==> config.mk <==
export PLATFORM = sky130hd
export DESIGN_NAME = result_fb_writer
export DESIGN_NICKNAME = d
export VERILOG_FILES = /design/src/rtl/result_fb_writer.sv
export SDC_FILE = /design/constraint.sdc
export NUM_CORES = 1
export LEC_CHECK = 0
export CAP_MARGIN = 20
export CORE_MARGIN = 5
export CORE_UTILIZATION = 55
export CTS_BUF_LIST = sky130_fd_sc_hd__clkbuf_8
export CTS_CLUSTER_SIZE = 24
export DETAILED_ROUTE_END_ITERATION = 10
export PLACE_DENSITY = 0.87
export SYNTH_ARGS = -nofsm -noshare
export SYNTH_HDL_FRONTEND = slang
export SYNTH_SLANG_ARGS = --single-unit
==> constraint.sdc <==
create_clock -name clk_25 -period 3.09 [get_ports clk_25]
set_input_delay 0.4635 -clock clk_25 [delete_from_list [all_inputs] [get_ports clk_25]]
set_output_delay 0.4635 -clock clk_25 [all_outputs]
set_load 0.02 [all_outputs]
==> src/rtl/result_fb_writer.sv <==
// result_fb_writer
// ----------------
// Captures one processed grayscale frame from the NPU result stream and writes
// it into the result region of the framebuffer. The region starts at word
// IMG2_START. When the whole frame has been written, the display select
// `enter` switches to the result image. The switch happens only during
// vertical blanking, so a torn image is never shown.
//
// Ports:
//   clk_25      in   1   pixel/system clock
//   rst_n       in   1   asynchronous active-low reset
//   start       in   1   single-cycle request to capture a new frame
//   in_valid    in   1   stream beat valid
//   in_data     in   8   grayscale pixel
//   in_last     in   1   marks the final beat of a frame (checked, not used to end it)
//   in_ready    out  1   writer accepts a beat this cycle
//   vs          in  10   vertical counter from the VGA timing generator
//   wr_en       out  1   framebuffer write strobe
//   wr_address  out 19   framebuffer word address
//   wr_data     out  8   framebuffer write data
//   enter       out  1   display select: 0 = original image, 1 = result image
//   busy        out  1   capture in progress or waiting for blanking
//   done        out  1   one-cycle pulse when the result becomes displayed
//   error       out  1   sticky in_last framing error
module result_fb_writer #(
    parameter int IMG_PIXELS   = 160000,
    parameter int IMG2_START   = 160000,
    parameter int VBLANK_START = 440
) (
    input  logic        clk_25,
    input  logic        rst_n,
    input  logic        start,
    input  logic        in_valid,
    input  logic [7:0]  in_data,
    input  logic        in_last,
    output logic        in_ready,
    input  logic [9:0]  vs,
    output logic        wr_en,
    output logic [18:0] wr_address,
    output logic [7:0]  wr_data,
    output logic        enter,
    output logic        busy,
    output logic        done,
    output logic        error
);

    localparam logic [18:0] BASE_ADDR = 19'(IMG2_START);
    localparam logic [17:0] LAST_IDX  = 18'(IMG_PIXELS - 1);
    localparam logic [9:0]  VBLANK_VS = 10'(VBLANK_START);

    typedef enum logic [1:0] {
        IDLE        = 2'd0,
        RUN         = 2'd1,
        WAIT_VBLANK = 2'd2,
        SHOW        = 2'd3
    } state_t;

    state_t      r_state;
    state_t      w_state_next;
    logic [17:0] r_count;
    logic        r_wr_en;
    logic [18:0] r_wr_address;
    logic [7:0]  r_wr_data;
    logic        r_enter;
    logic        r_done;
    logic        r_error;

    logic        w_accept;
    logic        w_last_beat;
    logic        w_in_vblank;

    assign w_accept    = in_valid && (r_state == RUN);
    assign w_last_beat = (r_count == LAST_IDX);
    assign w_in_vblank = (vs >= VBLANK_VS);

    // Next-state logic
    always_comb begin
        w_state_next = r_state;
        case (r_state)
            IDLE, SHOW: begin
                if (start) begin
                    w_state_next = RUN;
                end
            end
            RUN: begin
                // The frame ends on the pixel count alone; in_last is only checked.
                if (w_accept && w_last_beat) begin
                    w_state_next = WAIT_VBLANK;
                end
            end
            WAIT_VBLANK: begin
                if (w_in_vblank) begin
                    w_state_next = SHOW;
                end
            end
            default: w_state_next = IDLE;
        endcase
    end

    // State register and registered outputs
    always_ff @(posedge clk_25 or negedge rst_n) begin
        if (!rst_n) begin
            r_state      <= IDLE;
            r_count      <= '0;
            r_wr_en      <= 1'b0;
            r_wr_address <= '0;
            r_wr_data    <= '0;
            r_enter      <= 1'b0;
            r_done       <= 1'b0;
            r_error      <= 1'b0;
        end else begin
            r_state <= w_state_next;
            r_wr_en <= 1'b0;
            r_done  <= 1'b0;
            case (r_state)
                IDLE, SHOW: begin
                    if (start) begin
                        r_count <= '0;
                        // Hide the region before it is overwritten.
                        r_enter <= 1'b0;
                        r_error <= 1'b0;
                    end
                end
                RUN: begin
                    if (w_accept) begin
                        r_wr_en      <= 1'b1;
                        r_wr_address <= BASE_ADDR + {1'b0, r_count};
                        r_wr_data    <= in_data;
                        r_count      <= r_count + 18'd1;
                        // Flag in_last placed early, and in_last missing on the final beat.
                        if (in_last != w_last_beat) begin
                            r_error <= 1'b1;
                        end
                    end
                end
                WAIT_VBLANK: begin
                    if (w_in_vblank) begin
                        r_enter <= 1'b1;
                        r_done  <= 1'b1;
                    end
                end
                default: ;
            endcase
        end
    end

    assign in_ready   = (r_state == RUN);
    assign busy       = (r_state == RUN) || (r_state == WAIT_VBLANK);
    assign wr_en      = r_wr_en;
    assign wr_address = r_wr_address;
    assign wr_data    = r_wr_data;
    assign enter      = r_enter;
    assign done       = r_done;
    assign error      = r_error;

endmodule

# [Word level (Yosys, flattened, before mapping)]
# Index checks and enable logic that the tools add are counted.
[classes] n_div=0 add_sub_neg=2 n_reduce_logical=12 shift=0 mul=0 bitwise_logic=0 magnitude_cmp=1 n_eq_ne=10 n_mux=17
[ops] cell="two-way mux 18 bit" count=2
[ops] cell="case mux 18 bit (2 select lines)" count=1
[ops] cell="adder 18 x 18 -> 19 bit (first input constant)" count=1
[ops] cell="adder 18 x 1 -> 18 bit (second input constant)" count=1
[ops] cell="equality test 18 bit (second input constant)" count=1
[ops] cell=">= comparator 10 x 9 -> 1 bit (second input constant)" count=1
[ops] cell="AND reduction 3 bit" count=3
[ops] cell="two-way mux 1 bit" count=8
[ops] cell="two-way mux 2 bit" count=3
[ops] cell="inequality test 2 x 1 -> 1 bit (second input constant)" count=3
[ops] cell="case mux 2 bit (3 select lines)" count=1
[ops] cell="equality test 2 bit (second input constant)" count=2
[ops] cell="inequality test 2 bit (second input constant)" count=2
[ops] cell="case mux 1 bit (2 select lines)" count=2
[ops] cell="AND reduction 4 bit" count=1
[ops] cell="nonzero test 2 bit" count=2
[ops] cell="equality test 2 x 1 -> 1 bit (second input constant)" count=1
[ops] cell="logical AND 1 bit" count=2
[ops] cell="zero test 2 bit" count=1
[ops] cell="AND reduction 2 bit" count=1
[ops] cell="OR reduction 2 bit" count=1
[ops] cell="logical OR 1 bit" count=1
[ops] cell="inequality test 1 bit" count=1
[totals] memories=0 wordCells=50 mem_bits_ro=0 input_bits=23 mem_bits_rw=0 register_bits=51 latch_bits=0

# [Depth between registers and ports, before layout]
[logic_depth] depth_word=5 ltp_mapped=9 depth_no_buf=8

# [Worst setup path before layout]
# OpenSTA, ideal clock, no wires.
[synth_timing] path_type="flip-flop to flip-flop" from="register r_state[0]" to="register r_count[7]" path_stages_with_launch=8 arrival_ps=2004 path_slack_ps=1008 period_less_slack_ps=2082 cell_sequence="dfrtp_1 inv_1 ha_1 nor2b_1 or4b_1 buf_2 or3_1 a21oi_1"
[synth_between] elab_chain_cells=4 word_cells_on_any_way=10 cone_classes="eq/ne (4); mux (1); reduce/logical (5)"
[synth_rtl] item="start, declared" line="58" rtl="state_t r_state;"
[synth_rtl] item="start signal, assigned" line="112" rtl="r_state <= w_state_next;"
[synth_rtl] item="equality test 2 bit, or another cell as far along" line="115" rtl="case (r_state)"
[synth_rtl] item="OR reduction 2 bit / logical AND 1 bit (equally long branches)" line="115, 72"
[synth_rtl] item="inequality test 2 bit (no line), or another cell as far along"
[synth_rtl] item="AND reduction 3 bit (no line)"
[synth_rtl] item="end signal, assigned" line="129" rtl="r_count <= r_count + 18'd1;"
[synth_rtl] item="end, declared" line="60" rtl="logic [17:0] r_count;"
# Several ways; a longest one is shown, not always the timed one.
# A chain may end at the register's enable or synchronous reset.

# [Final worst setup path]
[layout_timing] from="register r_state[1]" to="register r_count[7]"
# The elaborated chain is that of the path after synthesis.

==> out/qor.yml <==
worstMarginPinSlew_ns: 0.642
routabilityCongestion: 0.841
diodes: 0
synth_flop_cell: "dfrtp_1"
critical_path_buf_inv_count: 1
ys_seq_area_share_pct: 52.6
critPathKind: "reg2reg"
synth_area_um2: 2430
vias: 1820
switching_power_mw: 0.758
drive_above_1_share_pct: 12.8
rr_worst_depth: 6
crit_fanout: 12
ant_nets: 0
cts_num_sinks: 51
grt_pass1_vias: 1970
post_cts_buffers: 0
syn_nets: 257
max_stage_delay_ns: 0.71
first_pass_iters: 4
path_cells: "inv_1 > ha_1 > mux2i_1 > or4b_1 > or3_1 > a21oi_1"
pwr-share-clk_pct: 21.4
cts_resized: 0
synth_seq_cells: 51
core_area_um2: 4320
rsz0062_at_grt: "false"
p_seq_share_pct: 39.5
io_buffer_count: 52
startpoint: "r_state[1]"
antenna_found_initial: 0
cts_tree: "built"
drv_cap: 0
cp-start-kind: "flip-flop"
hp-class: "in2async"
async_reset_ff_share_pct: 100
netlist_instances: 229
clk_path_buf_depth: 2
p_sw_share_pct: 34.1
setup_viol: 0
cellPowerDensity_nw_per_um2: 712
yosys_warnings: 0
synth-edff-count: 0
regToRegStartpoint: "r_state[1]"
hold_buffers: 0
synth_cell_types: 37
crit_required_ns: 3.33
ios: 56
final_max_slew_viol_count: 0
fin_skew_ns: 0.00387
ctsRootBufferMaster: "clkbuf_8"
final.period_utilization_pct: 77.5
drt_iter0_markers: 152
dieArea_um2: 5840
hold_viol: 0
final_nets: 309
dpl.hpwl_um: 3470
grt-ovfl-total: 0
area_growth_pct: 28.8
timing.fmax_mhz: 418
p_int_mw: 1.47
fillers: 335
row_count: 24
die_y_um: 76.4
avgRoutedWirePerCell_um: 14.8
die_w_um: 76.4
crit_path_top_delay_cell: "or4b_1"
grt_max_degree: 52
relSlewSlack_pct: 57.2
vias_per_cell: 5.45
path_delay_family: "simple AND/OR/NAND/NOR gates"
clk_pin_slew_ns: 0.09
cts_made_buffers: 5
finalSetupTns_ns: 0
power.leakage_nw: 1.37
wirelength_um: 4950
cts-htree-levels: 2
cp.arrival_ns: 2.63
comb_power_share_pct: 39.1
grt_pass1_wl_um: 8800
initial_core_util_pct: 56.1
crit_path_end_kind: "flip-flop"
status: "finished, final reports clean"
drc_errors: 0
cp.depth: 6
grt_usage_pct: 18.1
final_core_util_pct: 72.3
syn_avg_cell_area_um2: 10.6
clk_latency_ns: 0.30
vdd_drop_max_v: 0.000579
finalCriticalPeriod_ns: 2.40
-- cell families (layout without fill, tap and decap cells) --
family	count (synthesis)	count (layout)	synth area share, %
compound gates	28	28	6.50
xor+xnor	22	22	7.94
fa+ha+maj	5	5	2.58
buf+inv	18	71	3.09
flops	51	51	52.6
mux	19	19	8.66
simple gates	86	86	18.7
-- through the flow --
stage	cell area, um^2	hold WS [ns]	std cells	worst slack, ns	total power [mW]
after floorplan	2430	0.168	229	1.01	1.38
after global placement	2980	0.461	325	0.562	1.74
after detailed placement	2980	0.471	325	0.525	1.76
after CTS	3100	0.407	333	0.710	2.24
after global routing	3130	0.194	334	0.536	2.36
final	3130	0.174	334	0.695	2.23
-- state kept, by name, summed over array words and instances, names as in the netlist --
register    flops
wr_data         8
r_state         2
done            1
wr_en           1
error           1
enter           1
r_count        18
wr_address     19
-- cell usage after synthesis, drive strengths merged (5+ instances only) --
library cell / number / area share (%)
clkbuf: 7 / 1.1
o21ai: 17 / 3.5
xnor2: 12 / 4.3
dfrtp: 51 / 53
nor2: 25 / 3.9
nand2: 23 / 3.6
mux2: 16 / 7.4
nand4: 5 / 1.5
xor2: 10 / 3.6
nand3: 9 / 1.9
nor3: 8 / 2.7
ha: 5 / 2.6
inv: 7 / 1.1
-- metal layers --
layer | up-vias | global-route usage, % | wire length (um)
met5 | - | 0 | 0
met4 | 0 | 4.90 | 52
met3 | 4 | 4.96 | 278
met2 | 47 | 32.1 | 2490
met1 | 883 | 21.5 | 2130
li1 | 886 | - | -
-- power by group through the flow --
stage / combinational, mW / clock, mW / sequential (mW)
after floorplan: 0.354 / 0 / 1.02
after global placement: 0.849 / 0 / 0.886
after detailed placement: 0.867 / 0 / 0.895
after CTS: 0.872 / 0.491 / 0.881
after global routing: 0.945 / 0.516 / 0.902
final: 0.870 / 0.477 / 0.879
-- layout by cell type, fill, tap and decap left out, types with 2 or more instances in the layout --
master,count
nor2_1,25
buf_4,3
a31oi_1,3
and4_1,2
nor3_1,3
or4_1,2
mux2i_1,3
o21ai_1,2
ha_1,5
nand4_1,4
nor2b_1,2
clkdlybuf4s50_1,51
nand2_1,23
xor2_1,10
and3_1,2
o21ai_0,15
nand3_1,9
xnor2_1,12
dfrtp_1,51
mux2_2,16
clkbuf_8,6
inv_1,7
nor3_2,5
a21oi_1,4
-- final timing paths --
| check | end | slack [ns] |
|---|---|---|
| setup reg to reg | r_count[7] | 0.69 |
| hold / removal | wr_address[17] | 0.17 |
| hold reg to reg | wr_address[12] | 0.48 |
| min in group clk_25 | wr_address[12] | 0.48 |
| max in group asynchronous | wr_address[5] | 2.38 |
| setup / recovery | r_count[7] | 0.69 |
-- final cells by class --
type / instances / area [um^2] / share of cell area, %
timing repair buffer: 56 / 566 / 18.1
clock inverter: 2 / 35.0 / 1.12
clock buffer: 6 / 82.6 / 2.64
inverter: 7 / 26.3 / 0.840
sequential: 51 / 1280 / 40.8
multi-input combinational: 160 / 1080 / 34.4
tap: 52 / 65.1 / 2.08
Note: power is estimated with default switching activity, not from simulation.
